===== src/rtl/gen_eq_pkg.sv =====
// Shared definitions for the equation-generation sequencer: state encodings,
// error codes and element-type bit positions.
package gen_eq_pkg;

  typedef enum logic [3:0] {
    ST_IDLE    = 4'd0,
    ST_INIT    = 4'd1,
    ST_CHOOSE  = 4'd2,
    ST_STATUS  = 4'd3,
    ST_TYPE    = 4'd4,
    ST_VOLT    = 4'd5,
    ST_CURR    = 4'd6,
    ST_SELF    = 4'd7,
    ST_OTHER   = 4'd8,
    ST_COMPUTE = 4'd9,
    ST_RES     = 4'd10,
    ST_NEXT    = 4'd11,
    ST_DONE    = 4'd12,
    ST_ERROR   = 4'd13
  } state_e;

  localparam logic [1:0] ERR_NONE     = 2'd0;
  localparam logic [1:0] ERR_BAD_TYPE = 2'd1;
  localparam logic [1:0] ERR_TIMEOUT  = 2'd2;
  localparam logic [1:0] ERR_ILLEGAL  = 2'd3;

  // Bit positions inside the one-hot elem_type input.
  localparam int unsigned ELEM_VOLT = 0;
  localparam int unsigned ELEM_CURR = 1;
  localparam int unsigned ELEM_RES  = 2;

  function automatic logic is_busy(input state_e s);
    case (s)
      ST_IDLE, ST_DONE, ST_ERROR: return 1'b0;
      default:                    return 1'b1;
    endcase
  endfunction

endpackage


===== src/rtl/gen_eq_watchdog.sv =====
// Per-state stall watchdog: counts cycles spent in one busy state and flags
// expiry on the cycle the TIMEOUT_CYC-th edge would be taken without a move.
module gen_eq_watchdog #(
  parameter int unsigned TIMEOUT_CYC = 1023
) (
  input  logic clk,
  input  logic rst_n,
  input  logic restart,
  input  logic busy,
  output logic expired
);

  localparam int unsigned W = $clog2(TIMEOUT_CYC + 1);

  logic [W-1:0] cnt_q;
  logic [W-1:0] cnt_d;

  assign expired = busy && (cnt_q == W'(TIMEOUT_CYC - 1));

  always_comb begin
    cnt_d = cnt_q;
    if (restart || !busy) begin
      cnt_d = '0;
    end else if (!expired) begin
      cnt_d = cnt_q + W'(1);
    end
  end

  always_ff @(posedge clk or negedge rst_n) begin
    if (!rst_n) begin
      cnt_q <= '0;
    end else begin
      cnt_q <= cnt_d;
    end
  end

endmodule


===== src/rtl/gen_equations_sequencer.sv =====
// Equation-generation controller: node loop, element dispatch, multi-phase
// resistor compute, fault codes and statistics. GEN_EQ_WATCHDOG_EN adds a stall watchdog.
module gen_equations_sequencer
  import gen_eq_pkg::*;
#(
  parameter int unsigned NUM_COMPUTE = 4,
  parameter int unsigned CW          = 4,
  parameter int unsigned CNT_W       = 8,
  parameter int unsigned TIMEOUT_CYC = 1023
) (
  input  logic             clk,
  input  logic             program_reset_n,
  input  logic             start_process,
  input  logic             abort,
  input  logic             data_reset_done,
  input  logic             matrix_initialized,
  input  logic             node_chosen,
  input  logic             loop_done,
  input  logic             status_checked,
  input  logic             node_valid,
  input  logic             type_checked,
  input  logic [2:0]       elem_type,
  input  logic             stamp_done,
  input  logic             self_data_got,
  input  logic             other_data_got,
  input  logic             compute_done,
  input  logic             next_element_got,
  input  logic             end_of_list,
  output logic             go_reset_data,
  output logic             go_initialize_matrix,
  output logic             go_choose_node,
  output logic             go_check_node_status,
  output logic             go_check_element_type,
  output logic             go_voltage,
  output logic             go_current,
  output logic             go_get_self_data,
  output logic             go_get_other_data,
  output logic             go_compute,
  output logic             go_resistor,
  output logic             go_get_next_element,
  output logic [CW-1:0]    compute_idx,
  output logic             end_process,
  output logic             error,
  output logic [1:0]       error_code,
  output logic             busy,
  output logic [CNT_W-1:0] elem_count,
  output logic [CNT_W-1:0] node_count,
  output logic [3:0]       state
);

  localparam logic [2:0]    TYPE_VOLT  = 3'(1 << ELEM_VOLT);
  localparam logic [2:0]    TYPE_CURR  = 3'(1 << ELEM_CURR);
  localparam logic [2:0]    TYPE_RES   = 3'(1 << ELEM_RES);
  localparam logic [CW-1:0] LAST_PHASE = CW'(NUM_COMPUTE - 1);

  state_e           state_q, state_d;
  logic [CW-1:0]    idx_q, idx_d;
  logic [CNT_W-1:0] elem_q, elem_d;
  logic [CNT_W-1:0] node_q, node_d;
  logic [1:0]       err_q, err_d;
  logic             inc_elem, inc_node, clr_stats;
  logic             state_chg;
  logic             wd_expired;

  always_ff @(posedge clk or negedge program_reset_n) begin
    if (!program_reset_n) begin
      state_q <= ST_IDLE;
      idx_q   <= '0;
      elem_q  <= '0;
      node_q  <= '0;
      err_q   <= ERR_NONE;
    end else begin
      state_q <= state_d;
      idx_q   <= idx_d;
      elem_q  <= elem_d;
      node_q  <= node_d;
      err_q   <= err_d;
    end
  end

  always_comb begin
    state_d   = state_q;
    idx_d     = idx_q;
    err_d     = err_q;
    inc_elem  = 1'b0;
    inc_node  = 1'b0;
    clr_stats = 1'b0;
    case (state_q)
      ST_IDLE: if (data_reset_done && start_process) begin
        state_d   = ST_INIT;
        clr_stats = 1'b1;
        err_d     = ERR_NONE;
      end
      ST_INIT: if (matrix_initialized) state_d = ST_CHOOSE;
      ST_CHOOSE: begin
        if (node_chosen)    state_d = ST_STATUS;
        else if (loop_done) state_d = ST_DONE;
      end
      ST_STATUS: if (status_checked) begin
        if (node_valid) begin
          state_d  = ST_TYPE;
          inc_node = 1'b1;
        end else begin
          state_d  = ST_CHOOSE;
        end
      end
      ST_TYPE: if (type_checked) begin
        if (elem_type == TYPE_RES) begin
          state_d = ST_SELF;
          idx_d   = '0;
        end else if (elem_type == TYPE_CURR) begin
          state_d = ST_CURR;
        end else if (elem_type == TYPE_VOLT) begin
          state_d = ST_VOLT;
        end else begin
          state_d = ST_ERROR;
          err_d   = ERR_BAD_TYPE;
        end
      end
      ST_VOLT, ST_CURR, ST_RES: if (stamp_done) begin
        state_d  = ST_NEXT;
        inc_elem = 1'b1;
      end
      ST_SELF:  if (self_data_got)  state_d = ST_OTHER;
      ST_OTHER: if (other_data_got) state_d = ST_COMPUTE;
      ST_COMPUTE: if (compute_done) begin
        if (idx_q == LAST_PHASE) begin
          state_d = ST_RES;
          idx_d   = '0;
        end else begin
          idx_d   = idx_q + CW'(1);
        end
      end
      ST_NEXT: begin
        if (end_of_list)           state_d = ST_CHOOSE;
        else if (next_element_got) state_d = ST_TYPE;
      end
      ST_DONE:  if (!start_process) state_d = ST_IDLE;
      ST_ERROR: if (!start_process) state_d = ST_IDLE;
      default: begin
        state_d = ST_ERROR;
        err_d   = ERR_ILLEGAL;
      end
    endcase

    // Timeout only fires when the normal rules would leave the state unchanged.
    if (wd_expired && (state_d == state_q)) begin
      state_d = ST_ERROR;
      err_d   = ERR_TIMEOUT;
    end

    if (abort) begin
      state_d   = ST_IDLE;
      idx_d     = idx_q;
      err_d     = err_q;
      inc_elem  = 1'b0;
      inc_node  = 1'b0;
      clr_stats = 1'b0;
    end
  end

  always_comb begin
    elem_d = elem_q;
    node_d = node_q;
    if (clr_stats) begin
      elem_d = '0;
      node_d = '0;
    end else begin
      if (inc_elem && (elem_q != '1)) elem_d = elem_q + CNT_W'(1);
      if (inc_node && (node_q != '1)) node_d = node_q + CNT_W'(1);
    end
  end

  always_comb begin
    go_reset_data         = 1'b0;
    go_initialize_matrix  = 1'b0;
    go_choose_node        = 1'b0;
    go_check_node_status  = 1'b0;
    go_check_element_type = 1'b0;
    go_voltage            = 1'b0;
    go_current            = 1'b0;
    go_get_self_data      = 1'b0;
    go_get_other_data     = 1'b0;
    go_compute            = 1'b0;
    go_resistor           = 1'b0;
    go_get_next_element   = 1'b0;
    case (state_q)
      ST_IDLE:    go_reset_data         = 1'b1;
      ST_INIT:    go_initialize_matrix  = 1'b1;
      ST_CHOOSE:  go_choose_node        = 1'b1;
      ST_STATUS:  go_check_node_status  = 1'b1;
      ST_TYPE:    go_check_element_type = 1'b1;
      ST_VOLT:    go_voltage            = 1'b1;
      ST_CURR:    go_current            = 1'b1;
      ST_SELF:    go_get_self_data      = 1'b1;
      ST_OTHER:   go_get_other_data     = 1'b1;
      ST_COMPUTE: go_compute            = 1'b1;
      ST_RES:     go_resistor           = 1'b1;
      ST_NEXT:    go_get_next_element   = 1'b1;
      default:    ;
    endcase
  end

  assign end_process = (state_q == ST_DONE);
  assign error       = (state_q == ST_ERROR);
  assign busy        = is_busy(state_q);
  assign error_code  = err_q;
  assign compute_idx = idx_q;
  assign elem_count  = elem_q;
  assign node_count  = node_q;
  assign state       = state_q;
  assign state_chg   = (state_d != state_q);

`ifdef GEN_EQ_WATCHDOG_EN
  gen_eq_watchdog #(
    .TIMEOUT_CYC(TIMEOUT_CYC)
  ) u_watchdog (
    .clk     (clk),
    .rst_n   (program_reset_n),
    .restart (state_chg),
    .busy    (busy),
    .expired (wd_expired)
  );
`else
  logic unused_wd;
  assign wd_expired = 1'b0;
  assign unused_wd  = state_chg | (|TIMEOUT_CYC);
`endif

endmodule


===== config.mk =====
export PLATFORM = sky130hd
export DESIGN_NAME = gen_equations_sequencer
export DESIGN_NICKNAME = d
export VERILOG_FILES = /design/src/rtl/gen_eq_pkg.sv /design/src/rtl/gen_eq_watchdog.sv /design/src/rtl/gen_equations_sequencer.sv
export SDC_FILE = /design/constraint.sdc
export NUM_CORES = 1
export LEC_CHECK = 0
export ABC_AREA = 1
export BUFFER_PORTS_ARGS = -buffer_cell sky130_fd_sc_hd__buf_2
export CAP_MARGIN = 20
export CORE_UTILIZATION = 40
export DETAILED_ROUTE_END_ITERATION = 10
export PLACE_DENSITY_LB_ADDON = 0.25
export RECOVER_POWER = 100
export SLEW_MARGIN = 25
export SYNTH_ARGS = -nofsm -noshare
export SYNTH_HDL_FRONTEND = slang
export SYNTH_SLANG_ARGS = --single-unit

===== constraint.sdc =====
create_clock -name clk -period 1.7 [get_ports clk]
set_input_delay 0.425 -clock clk [delete_from_list [all_inputs] [get_ports clk]]
set_output_delay 0.425 -clock clk [all_outputs]
set_load 0.01 [all_outputs]

==> results.yml <==
status:
  outcome: "finished, violations left"
  violations: "negative setup slack"
sta:
  slew_violations: 0
  worstMarginPinSlew_ns: 0.6675
  max_freq_mhz: 568.8
  whs_ns: 0.1630
  finalHoldViolCount: 0
  setup_viol: 9
  period_minus_slack_ns: 1.758
  rsz0062_at_grt: "true"
  slew_headroom_pct: 55.50
  setup_ws_ns: -0.05824
  fin_worst_skew_ns: 0.009364
  min_period_over_period_pct: 103.4
global_routing:
  track_usage_pct: 21.24
  grt_overflow: 0
  grt_pass1_wl_um: 8880
  grt_pass1_vias: 1937
  grt_antenna_before_repair: 0
  grt_max_degree: 27
floorplan:
  core_sq_um: 4755
  initial_utilization_pct: 41.95
  fp.dieW_um: 72.61
  die_area_sq_um: 5272
  rows: 25
  pin_count: 61
  die_y_um: 72.61
route:
  wl_um: 5697
  vias: 2269
  dr_wl_met3_um: 328
  dr.pass1.iters: 4
  met2_wirelength_um: 2782
  wl_per_cell_um: 12.63
  drtIter0Drc: 148
  drtAntennaViolNets: 0
  top_layer: "met4"
  met1_length_um: 2547
  drcViolationCount: 0
  avgViaCountPerCell: 5.031
clocking:
  clock_sinks: 26
  clock-root-buffer: "clkbuf_8"
  cts_tree: "done"
  numCtsBuffers: 3
  clkTransAtPathRegs_ns: 0.10
  cts.path.max_buffers: 2
  clk_latency_ns: 0.28
  htreeDepth: 1
synth:
  synth-seq-cells: 26
  syn-cell-area_sq_um: 1994
  yosys-top-cells-area: "dfrtp_1 (33%), nand2_1 (14%), nand3_1 (11%), nor2_1 (7.5%), inv_1 (6.6%)"
  yosys.area.top_type_share_pct: 32.62
  seq_area_frac_synth_pct: 32.62
  synth_top_area_cell: "dfrtp_1"
  avgSynthCellArea_sq_um: 6.670
  syn_nets: 322
  yosys_warnings: 0
  synth_cell_types: 29
  synthCells: 299
worst_setup_path:
  start_kind: "flip-flop"
  arrival_ns: 1.33
  endpoint_kind: "output pin"
  r2r_start: "state[3]$_DFFE_PN0P_"
  worstPathRequired_ns: 1.27
  worstPathMaxFanout: 7
  worstSetupPathType: "flip-flop to output pin"
  r2r-end: "elem_count[5]$_DFFE_PN0P_"
  reg2reg_setup_slack_ns: 0.05
  crit_path_start: "state[3]$_DFFE_PN0P_"
  r2r_cells: 8
layout:
  synthToLayoutAreaGrowth_pct: 36.32
  diodes: 0
  drive_gt1_share_pct: 32.29
  final_cell_mix: "nand2_1 (65), nand3_1 (43), buf_2 (38)"
  nets: 408
  seq_area_sq_um: 655.6
  layout_commonest_cell: "nand2_1"
  multi_input_area_sq_um: 1271
  fillCellCount: 503
power:
  ir_drop_uv: 584.5
  leakage_nw: 1.488
  p_per_area_nw_per_um2: 1288
  finalPower_mw: 3.503
placed_design:
  place_congestion: 1.049
  preCtsSetupSlack_ns: -0.001624
  io_buffers: 60
  place_hpwl_um: 4104
hold_path:
  min_path_type: "input port to asynchronous set/reset pin"
run:
  drv_cap: 0
## critical path, stage by stage, from the launching register on
cell and delay [ns]:
dfrtp_2 0.51, inv_2 0.10, nor2_4 0.15, nand2_4 0.08, inv_2 0.08, buf_2 0.13
## worst max path at each step
stage	cells past startpoint	slack, ns	to
finish	5	-0.06	go_compute
detailed placement	8	-0.002	node_count[7]$_DFFE_PN0P_
CTS	5	-0.05	go_resistor
global placement	9	0.02	state[1]$_DFFE_PN0P_
global route	5	-0.1	go_compute
floorplan	9	0.08	elem_count[2]$_DFFE_PN0P_
## synthesized netlist by cell type
master	number
a21oi_1	6
buf_4	3
buf_6	1
dfrtp_1	26
ha_1	3
inv_1	35
inv_2	6
mux2i_1	1
nand2_1	75
nand2_2	7
nand2_4	1
nand3_1	44
nand3_4	1
nand3b_1	1
nand4_1	5
nor2_1	40
nor2_2	5
nor2_4	2
nor3_1	2
nor3_2	1
nor3_4	1
o21ai_0	13
o21ai_1	2
o21ai_2	2
o22ai_1	1
o31ai_1	2
or2_2	1
xnor2_1	3
xor2_1	9
## cell families (layout without fill, tap and decap cells)
logic type / Yosys count / count (layout) / synth area share [%]
mux: 1 / 1 / 0.5019
xor+xnor: 12 / 12 / 5.270
simple gates: 186 / 186 / 43.10
fa+ha+maj: 3 / 3 / 1.882
buf+inv: 45 / 130 / 9.410
compound gates: 26 / 26 / 7.215
flops: 26 / 26 / 32.62
## state kept, by name (all words and copies together), names as in the netlist
name	cells
elem_count	8
node_count	8
compute_idx	4
state	4
error_code	2
## per-stage QoR
step	util, %	TNS, ns	instances	area [sq um]
CTS	54.82	-0.2431	446	2606
global placement	50.58	0	430	2405
floorplan	-	0	299	1994
finish	57.18	-0.2774	451	2719
global route	57.18	-1.286	451	2719
detailed placement	50.58	-0.001624	430	2405
## routing by layer
layer | vias to the layer above | GRT usage (%)
li1 | 1135 | -
met1 | 1056 | 29.82
met2 | 74 | 35.41
met3 | 4 | 3.177
met4 | 0 | 3.268
met5 | - | 0
## area by class of cell
cell class | count | share of cell area [%]
Multi-Input combinational cell | 228 | 46.76
Sequential cell | 26 | 24.11
Timing Repair Buffer | 85 | 17.40
Inverter | 41 | 6.029
Tap cell | 67 | 3.083
Clock buffer | 3 | 1.519
Clock inverter | 1 | 1.104
## power breakdown
group          total, mW  switching (mW)  leakage (nW)  internal, mW
combinational       1.94            1.17          1.11         0.768
clock              0.525           0.209        0.0357         0.315
sequential          1.04           0.246         0.340         0.795
total               3.50            1.62          1.49          1.88
## what timing repair did
| item | CTS | global route |
|---|---|---|
| hold endpoints to repair | 0 | 0 |
| hold buffers | 0 | 0 |
| setup endpoints to repair | 20 | 40 |
| setup buffers | 12 | 5 |
| pin swaps | 4 | 8 |
| resized for setup | 15 | 31 |
Power figures use the tool's default switching activity.
